### config.mk
export PLATFORM = sky130hd
export DESIGN_NAME = spi_transmit_quad
export DESIGN_NICKNAME = d
export VERILOG_FILES = /design/src/rtl/spi_transmit_quad.sv
export SDC_FILE = /design/constraint.sdc
export NUM_CORES = 1
export LEC_CHECK = 0
export CORE_ASPECT_RATIO = 1.25
export CORE_MARGIN = 3
export CORE_UTILIZATION = 65
export CTS_CLUSTER_SIZE = 28
export DETAILED_ROUTE_END_ITERATION = 6
export PLACE_DENSITY_LB_ADDON = 0.12
export SYNTH_ARGS = -nofsm -noshare
export SYNTH_HDL_FRONTEND = slang
export SYNTH_SLANG_ARGS = --single-unit
### constraint.sdc
create_clock -name clk_in -period 4.5 [get_ports clk_in]
set_clock_uncertainty 0.2 [all_clocks]
set_input_delay 0.9 -clock clk_in [delete_from_list [all_inputs] [get_ports clk_in]]
set_output_delay 0.9 -clock clk_in [all_outputs]
set_load 0.02 [all_outputs]
### src/rtl/spi_transmit_quad.sv
// Quad-line SPI transmitter: FIFO-fed, generates DCLK/CS, MSB beat first.
// Optional SPI_TX_LAST_EN adds data_last_in to close a burst after a tagged word.
module spi_transmit_quad #(
  parameter int DATA_WIDTH      = 8,
  parameter int LINES           = 4,
  parameter int DATA_CLK_PERIOD = 6,
  parameter int FIFO_DEPTH      = 4,
  parameter int CS_HOLD_CYCLES  = 2,
  parameter int CS_IDLE_CYCLES  = 2
) (
  input  logic                  clk_in,
  input  logic                  rst_in,
  input  logic [DATA_WIDTH-1:0] data_in,
  input  logic                  data_valid_in,
`ifdef SPI_TX_LAST_EN
  input  logic                  data_last_in,
`endif
  output logic                  data_ready_out,
  output logic                  busy_out,
  output logic [LINES-1:0]      chip_data_out,
  output logic                  chip_clk_out,
  output logic                  chip_sel_out
);

  localparam int BEATS = DATA_WIDTH / LINES;
  localparam int LOW   = DATA_CLK_PERIOD / 2;
  localparam int HIGH  = DATA_CLK_PERIOD - LOW;
  localparam int AW    = $clog2(FIFO_DEPTH);
  localparam int CW    = 16;
`ifdef SPI_TX_LAST_EN
  localparam int EW    = DATA_WIDTH + 1;
`else
  localparam int EW    = DATA_WIDTH;
`endif

  typedef enum logic [1:0] {
    IDLE,
    LOW_PH,
    HIGH_PH,
    HOLD
  } state_t;

  logic [EW-1:0]         mem [FIFO_DEPTH];
  logic [AW-1:0]         wr_ptr;
  logic [AW-1:0]         rd_ptr;
  logic [AW:0]           count;
  logic [AW:0]           count_nx;
  logic [EW-1:0]         entry_in;
  logic [EW-1:0]         head;
  logic [DATA_WIDTH-1:0] head_data;
  logic                  head_last;
  logic                  push;
  logic                  pop;
  logic                  empty;

  state_t                state;
  logic [CW-1:0]         cnt;
  logic [CW-1:0]         beat;
  logic [CW-1:0]         idle_cnt;
  logic [DATA_WIDTH-1:0] sh;
  logic [DATA_WIDTH-1:0] sh_nx;
  logic                  cur_last;
  logic                  idle_done;
  logic                  lo_done;
  logic                  hi_done;
  logic                  hold_done;
  logic                  last_beat;
  logic                  cs_nx;

`ifdef SPI_TX_LAST_EN
  assign entry_in  = {data_last_in, data_in};
  assign head_last = head[EW-1];
`else
  assign entry_in  = data_in;
  assign head_last = 1'b0;
`endif

  assign head      = mem[rd_ptr];
  assign head_data = head[DATA_WIDTH-1:0];
  assign push      = data_valid_in && data_ready_out;
  assign empty     = (count == '0);

  assign idle_done = (idle_cnt == CW'(CS_IDLE_CYCLES - 1));
  assign lo_done   = (cnt == CW'(LOW - 1));
  assign hi_done   = (cnt == CW'(HIGH - 1));
  assign hold_done = (cnt == CW'(CS_HOLD_CYCLES - 1));
  assign last_beat = (beat == CW'(BEATS - 1));
  assign sh_nx     = sh << LINES;

  // A word is chained onto the burst only at the last beat of the previous one.
  assign pop = (state == IDLE && !empty && idle_done)
            || (state == HIGH_PH && hi_done && last_beat
                && !empty && !cur_last);

  always_comb begin
    cs_nx = chip_sel_out;
    if (pop)
      cs_nx = 1'b0;
    else if (state == HOLD && hold_done)
      cs_nx = 1'b1;
  end

  always_comb begin
    count_nx = count;
    if (push && !pop)
      count_nx = count + (AW+1)'(1);
    else if (pop && !push)
      count_nx = count - (AW+1)'(1);
  end

  always_ff @(posedge clk_in) begin
    if (push)
      mem[wr_ptr] <= entry_in;
  end

  always_ff @(posedge clk_in or posedge rst_in) begin
    if (rst_in) begin
      wr_ptr         <= '0;
      rd_ptr         <= '0;
      count          <= '0;
      data_ready_out <= 1'b1;
      busy_out       <= 1'b0;
    end else begin
      if (push)
        wr_ptr <= wr_ptr + AW'(1);
      if (pop)
        rd_ptr <= rd_ptr + AW'(1);
      count          <= count_nx;
      data_ready_out <= (count_nx != (AW+1)'(FIFO_DEPTH));
      busy_out       <= !cs_nx || (count_nx != '0);
    end
  end

  always_ff @(posedge clk_in or posedge rst_in) begin
    if (rst_in) begin
      state         <= IDLE;
      cnt           <= '0;
      beat          <= '0;
      idle_cnt      <= CW'(CS_IDLE_CYCLES - 1);
      sh            <= '0;
      cur_last      <= 1'b0;
      chip_sel_out  <= 1'b1;
      chip_clk_out  <= 1'b0;
      chip_data_out <= '0;
    end else begin
      unique case (state)
        IDLE: begin
          if (!idle_done)
            idle_cnt <= idle_cnt + CW'(1);
          if (pop) begin
            sh            <= head_data;
            chip_data_out <= head_data[DATA_WIDTH-1 -: LINES];
            cur_last      <= head_last;
            chip_sel_out  <= 1'b0;
            cnt           <= '0;
            beat          <= '0;
            state         <= LOW_PH;
          end
        end
        LOW_PH: begin
          if (lo_done) begin
            chip_clk_out <= 1'b1;
            cnt          <= '0;
            state        <= HIGH_PH;
          end else begin
            cnt <= cnt + CW'(1);
          end
        end
        HIGH_PH: begin
          if (hi_done) begin
            chip_clk_out <= 1'b0;
            cnt          <= '0;
            if (!last_beat) begin
              beat          <= beat + CW'(1);
              sh            <= sh_nx;
              chip_data_out <= sh_nx[DATA_WIDTH-1 -: LINES];
              state         <= LOW_PH;
            end else if (pop) begin
              sh            <= head_data;
              chip_data_out <= head_data[DATA_WIDTH-1 -: LINES];
              cur_last      <= head_last;
              beat          <= '0;
              state         <= LOW_PH;
            end else begin
              state <= HOLD;
            end
          end else begin
            cnt <= cnt + CW'(1);
          end
        end
        HOLD: begin
          if (hold_done) begin
            chip_sel_out  <= 1'b1;
            chip_data_out <= '0;
            idle_cnt      <= '0;
            state         <= IDLE;
          end else begin
            cnt <= cnt + CW'(1);
          end
        end
        default: state <= IDLE;
      endcase
    end
  end

endmodule

# After elaboration in Yosys (flattened, before gate mapping)

Memory sizes are Yosys's and may differ from the RTL's.
Index checks and enable logic that the tools add are counted.

RAM bits: 32
Bits in registers: 74
Input port bits: 11
Memories kept: 1
Output and inout port bits: 8

Memory list:

| memory | depth | bits a word | rd ports | clocked after Yosys merged registers in | write ports | RTL line | RTL |
|---|---|---|---|---|---|---|---|
| mem    | 4     | 8           | 1        | 0                                       | 1           | 43       | `logic [EW-1:0] mem [FIFO_DEPTH];` |

Eq/ne operators: 15
Muxes and demuxes: 43
Add/sub/neg operators: 7
Reduce and logical (&&, ||, !) cells: 33

Operator list:

| kind                  | number |
|---|---|
| $mux 16               | 8 |
| $pmux 16 s2           | 2 |
| $add 16x1->16 const B | 3 |
| $eq 16x1->1 const B   | 3 |
| $pmux 16 s3           | 1 |
| $mux 8                | 3 |
| $eq 16x2->1 const B   | 1 |
| $mux 4                | 4 |
| $pmux 8 s2            | 1 |
| $reduce_and 3->1      | 5 |
| $ne 2x2->1 const B    | 7 |
| $mux 2                | 6 |
| $pmux 4 s3            | 1 |
| $mux 1                | 11 |
| $logic_and 1x1->1     | 10 |
| $pmux 2 s4            | 1 |
| $mux 3                | 2 |
| $pmux 1 s2            | 3 |
| $reduce_bool 2->1     | 3 |
| $reduce_bool 3->1     | 2 |
| $logic_not 1->1       | 5 |
| $add 2x1->2 const B   | 2 |
| $eq 2x2->1 const B    | 2 |
| $reduce_and 2->1      | 2 |
| 9 further kinds       | 10 |

# Logic depth before layout (Yosys ltp)

Word-level depth: 11
Mapped depth: 10

# Worst setup path after synthesis

No wires, ideal clock.

Kind: reg2reg
From: register cnt[0]
To: register cnt[3]
Path buffers: 1
Data arrival time: 2.547 ns
Stages on the path, launching flop included: 10
Setup time: 0.069 ns
Setup slack: 1.684 ns
Cells stage by stage: dfrtp_1 > inv_1 > ha_1 > or3b_2 > or4_4 > o211ai_2 > nand2_2 > buf_6 > or4_1 > nand3_1

Cells in the longest elaborated chain, start to end: 8

RTL lines:

| element                                                               | RTL line | RTL |
|---|---|---|
| start: declaration                                                    | 57       | `logic [CW-1:0] cnt;` |
| start signal: assignment                                              | 166      | `cnt <= cnt + CW'(1);` |
| start signal: assignment                                              | 188      | `cnt <= cnt + CW'(1);` |
| start signal: assignment                                              | 198      | `cnt <= cnt + CW'(1);` |
| parallel branches: the longest is 8 deep, another holds $add 16x1->16 | -        |  |

Several ways; the timed one is not identified. The select of a mux whose other input is x is not followed.
A chain may end at the register's enable or synchronous reset.

# Final worst setup path

From: register cnt[0]
To: register cnt[12]

The elaborated chain is that of the path after synthesis.

==> flow_metrics.env <==
export IMPL_worstMarginPinSlew_ns=0.813
export IMPL_clkSinkCount=101
export IMPL_status="finished clean"
export IMPL_syn_nets=551
export IMPL_hold_viol_final=0
export IMPL_io_buffer_count=18
export IMPL_stdcell_area_mm2=0.00576
export IMPL_io_pins=19
export IMPL_path_cells="inv_1, ha_1, or3b_2, or4_4, a31oi_1, buf_4, inv_1, nand3_1, o21ai_0"
export IMPL_slew_headroom_pct=45.2
export IMPL_slowest_stage="or3b_2"
export IMPL_antenna_found_initial=0
export IMPL_routed_via_count=4067
export IMPL_ys_seq_area_share_pct=50.6
export IMPL_ys_types=58
export IMPL_slew_violations=0
export IMPL_critPathKind="register to register"
export IMPL_syn_area_mm2=0.00532
export IMPL_cp_start_kind="register"
export IMPL_numCtsBuffers=9
export IMPL_worst_ep_arrival_time_ns=3.24
export IMPL_synth_main_ff_cell="dfrtp_1"
export IMPL_dp_cells=616
export IMPL_grt_max_degree=37
export IMPL_setup_violations_final=0
export IMPL_placed_area_mm2=0.00555
export IMPL_cts_tree="built"
export IMPL_drive_above_1_share_pct=7.82
export IMPL_drv_cap=0
export IMPL_clock_path_buffers=2
export IMPL_preCtsSetupSlack_ns=1.31
export IMPL_die_h_um=107
export IMPL_worst_hold_path_type="register to register"
export IMPL_drtPass1Iterations=5
export IMPL_routabilityCongestion=0.881
export IMPL_n_antenna_cell=0
export IMPL_cts_max_level=3
export IMPL_path_delay_family="simple AND/OR/NAND/NOR gates"
export IMPL_synth_async_reset_ratio_pct=68.3
export IMPL_gr_total_overflow=0
export IMPL_grt_pass1_wl_um=18800
export IMPL_clockRootBuffer="clkbuf_8"
export IMPL_holdWs_ns=0.310
export IMPL_muxShareOfSynthArea_pct=5.15
export IMPL_post_cts_buffers=0
export IMPL_start_util_pct=67.5
export IMPL_syn_area_per_cell_um2=10.2
export IMPL_end_kind="register"
export IMPL_place_hpwl_um=7640
export IMPL_synth_edf_count=32
export IMPL_syn_to_final_growth_pct=8.20
export IMPL_final_cells=632
export IMPL_period_share_pct=70.9
export IMPL_drtIter0Drc=331
export IMPL_fmax_mhz=313
export IMPL_die_x_um=86.9
export IMPL_synth_xor_area_share_pct=3.46
export IMPL_clkTransAtPathRegs_ns=0.10
export IMPL_die_area_mm2=0.00932
export IMPL_yosys_area_top_type_share_pct=31.0
export IMPL_synthSimpleGateAreaFrac_pct=20.2
export IMPL_postSynthCellCount=521
export IMPL_cpMostUsedCell="inv_1"
export IMPL_post_route_min_period_ns=3.19
export IMPL_core_mm2=0.00788
export IMPL_insertion_delay_ns=0.38
export IMPL_synth_compound_area_share_pct=12.5
export IMPL_track_usage_pct=25.5
export IMPL_cts_resized=0
export IMPL_ant_nets=0
export IMPL_route_detailed_drc=0
export IMPL_path_buf_inv=3
export IMPL_ys_warn_count=0
export IMPL_synth_area_leader_cell="dfrtp_1"
export IMPL_cpPeakStageDelay_ns=0.49
export IMPL_postCtsHoldBufs=0
export IMPL_routed_wirelength_um=10800
export IMPL_path_max_fanout=16
export IMPL_fin_tns_setup_ns=0
export IMPL_vdd_ir_drop_max_mv=0.370
export IMPL_synthAdderAreaFrac_pct=4.47
export IMPL_powerDensity_mw_per_mm2=542
export IMPL_wire_per_inst_um=17.2
export IMPL_grt_pass1_vias=3940
export IMPL_synth_top_family_by_area="simple AND/OR/NAND/NOR gates"
export IMPL_power_leakage_nw=2.38
export IMPL_setup_slack_ns=1.31
export IMPL_synth_area_leaders="dfrtp_1 (31%), edfxtp_1 (18%), ha_1 (4.5%), nand2_1 (3.7%), o21ai_0 (3.6%)"
export IMPL_critPathRequiredTime_ns=4.54
export IMPL_vias_per_cell=6.44
export IMPL_rsz0062_at_grt="false"
export IMPL_num_rows=36
export IMPL_ys_ff_latch=101
export IMPL_final_nets=562
[synthesized netlist by cell type, drive strengths merged, types with 2 or more instances]
library cell  count
dfrtp            66
nand2            54
nor2             45
o21ai            39
edfxtp           32
inv              25
nand3            25
ha               19
nand4            19
and3             17
clkbuf           17
a21oi            15
nor3             11
xor2             11
a31oi            10
nor4             10
xnor2            10
o31ai             9
or4               9
mux4              8
and2              7
mux2i             6
o22ai             6
buf               5
o211ai            5
a22o              3
and4              3
dfstp             3
mux2              3
nand2b            3
a211o             2
a21boi            2
a32o              2
nor2b             2
nor4b             2
o21bai            2
or3               2
[per-layer routing]
metal	part of all wire [%]	track usage (%)	vias up
met2	50	40.4	145
met4	2.7	10.1	0
li1	-	-	1945
met3	5.3	5.23	28
met1	42	34.3	1949
met5	0	0	-
[logic make-up (layout without fill, tap and decap cells)]
| logic type | after synthesis | count (layout) |
|---|---|---|
| simple gates | 211 | 211 |
| compound gates | 105 | 105 |
| flops | 101 | 101 |
| buf+inv | 47 | 63 |
| xor+xnor | 21 | 21 |
| fa+ha+maj | 19 | 19 |
| mux | 17 | 17 |
[area by class of cell]
type	instances	area, um^2
Inverter	25	93.8
Clock inverter	7	83.8
Tap cell	95	119
Timing Repair Buffer	22	210
Clock buffer	9	124
Multi-Input combinational cell	373	2440
Fill cell	566	2120
Sequential cell	101	2690
[layout by cell type, fill, tap and decap left out, types with 11 or more instances in the layout]
| cell type | netlist | layout |
|---|---|---|
| a21oi_1 | 15 | 15 |
| and3_1 | 17 | 17 |
| ha_1 | 19 | 19 |
| edfxtp_1 | 32 | 32 |
| xor2_1 | 11 | 11 |
| inv_1 | 25 | 24 |
| dfrtp_1 | 66 | 66 |
| nor2_1 | 44 | 44 |
| nand2_1 | 53 | 53 |
| nand4_1 | 19 | 19 |
| o21ai_0 | 38 | 38 |
| nand3_1 | 25 | 25 |
| nor3_1 | 11 | 11 |
| clkdlybuf4s50_1 | 0 | 18 |
[path summary, 6_finish.rpt]
check / to / depth (start not counted) / slack [ns] / from
min: beat[15] / 1 / 0.31 / beat[15]
min reg2reg: beat[15] / 1 / 0.31 / beat[15]
max: cnt[12] / 9 / 1.31 / cnt[0]
max in group asynchronous: idle_cnt[0] / 3 / 2.50 / rst_in
max reg2reg: cnt[12] / 9 / 1.31 / cnt[0]
min in group asynchronous: beat[9] / 2 / 0.75 / rst_in
[registers in the layout (all words and copies together), names as in the netlist]
register        cells
beat               16
rd_ptr              2
chip_sel_out        1
busy_out            1
chip_clk_out        1
idle_cnt           16
state               2
cnt                16
mem                32
count               3
data_ready_out      1
sh                  4
chip_data_out       4
wr_ptr              2
[worst reg2reg max path, stage by stage, from the launching register on]
cell and delay (ns):
dfrtp_1 0.45, inv_1 0.08, ha_1 0.28, or3b_2 0.49, or4_4 0.46, a31oi_1 0.20, buf_4 0.23, inv_1 0.13
nand3_1 0.36, o21ai_0 0.17
[power by group]
group          leakage, nW  internal, W  switching [W]  total, W
registers             1.20      0.00113       0.000173   0.00131
logic                 1.08     0.000486       0.000741   0.00123
clock network        0.105     0.000225       0.000363  0.000588
[per-stage QoR]
step                      total power [W]  utilization [%]
after floorplan                   0.00223                -
after global placement            0.00250             70.4
after detailed placement          0.00254             70.4
after CTS                         0.00313             73.1
after global routing              0.00335             73.1
final                             0.00312             73.1
Power figures use the tool's default switching activity.
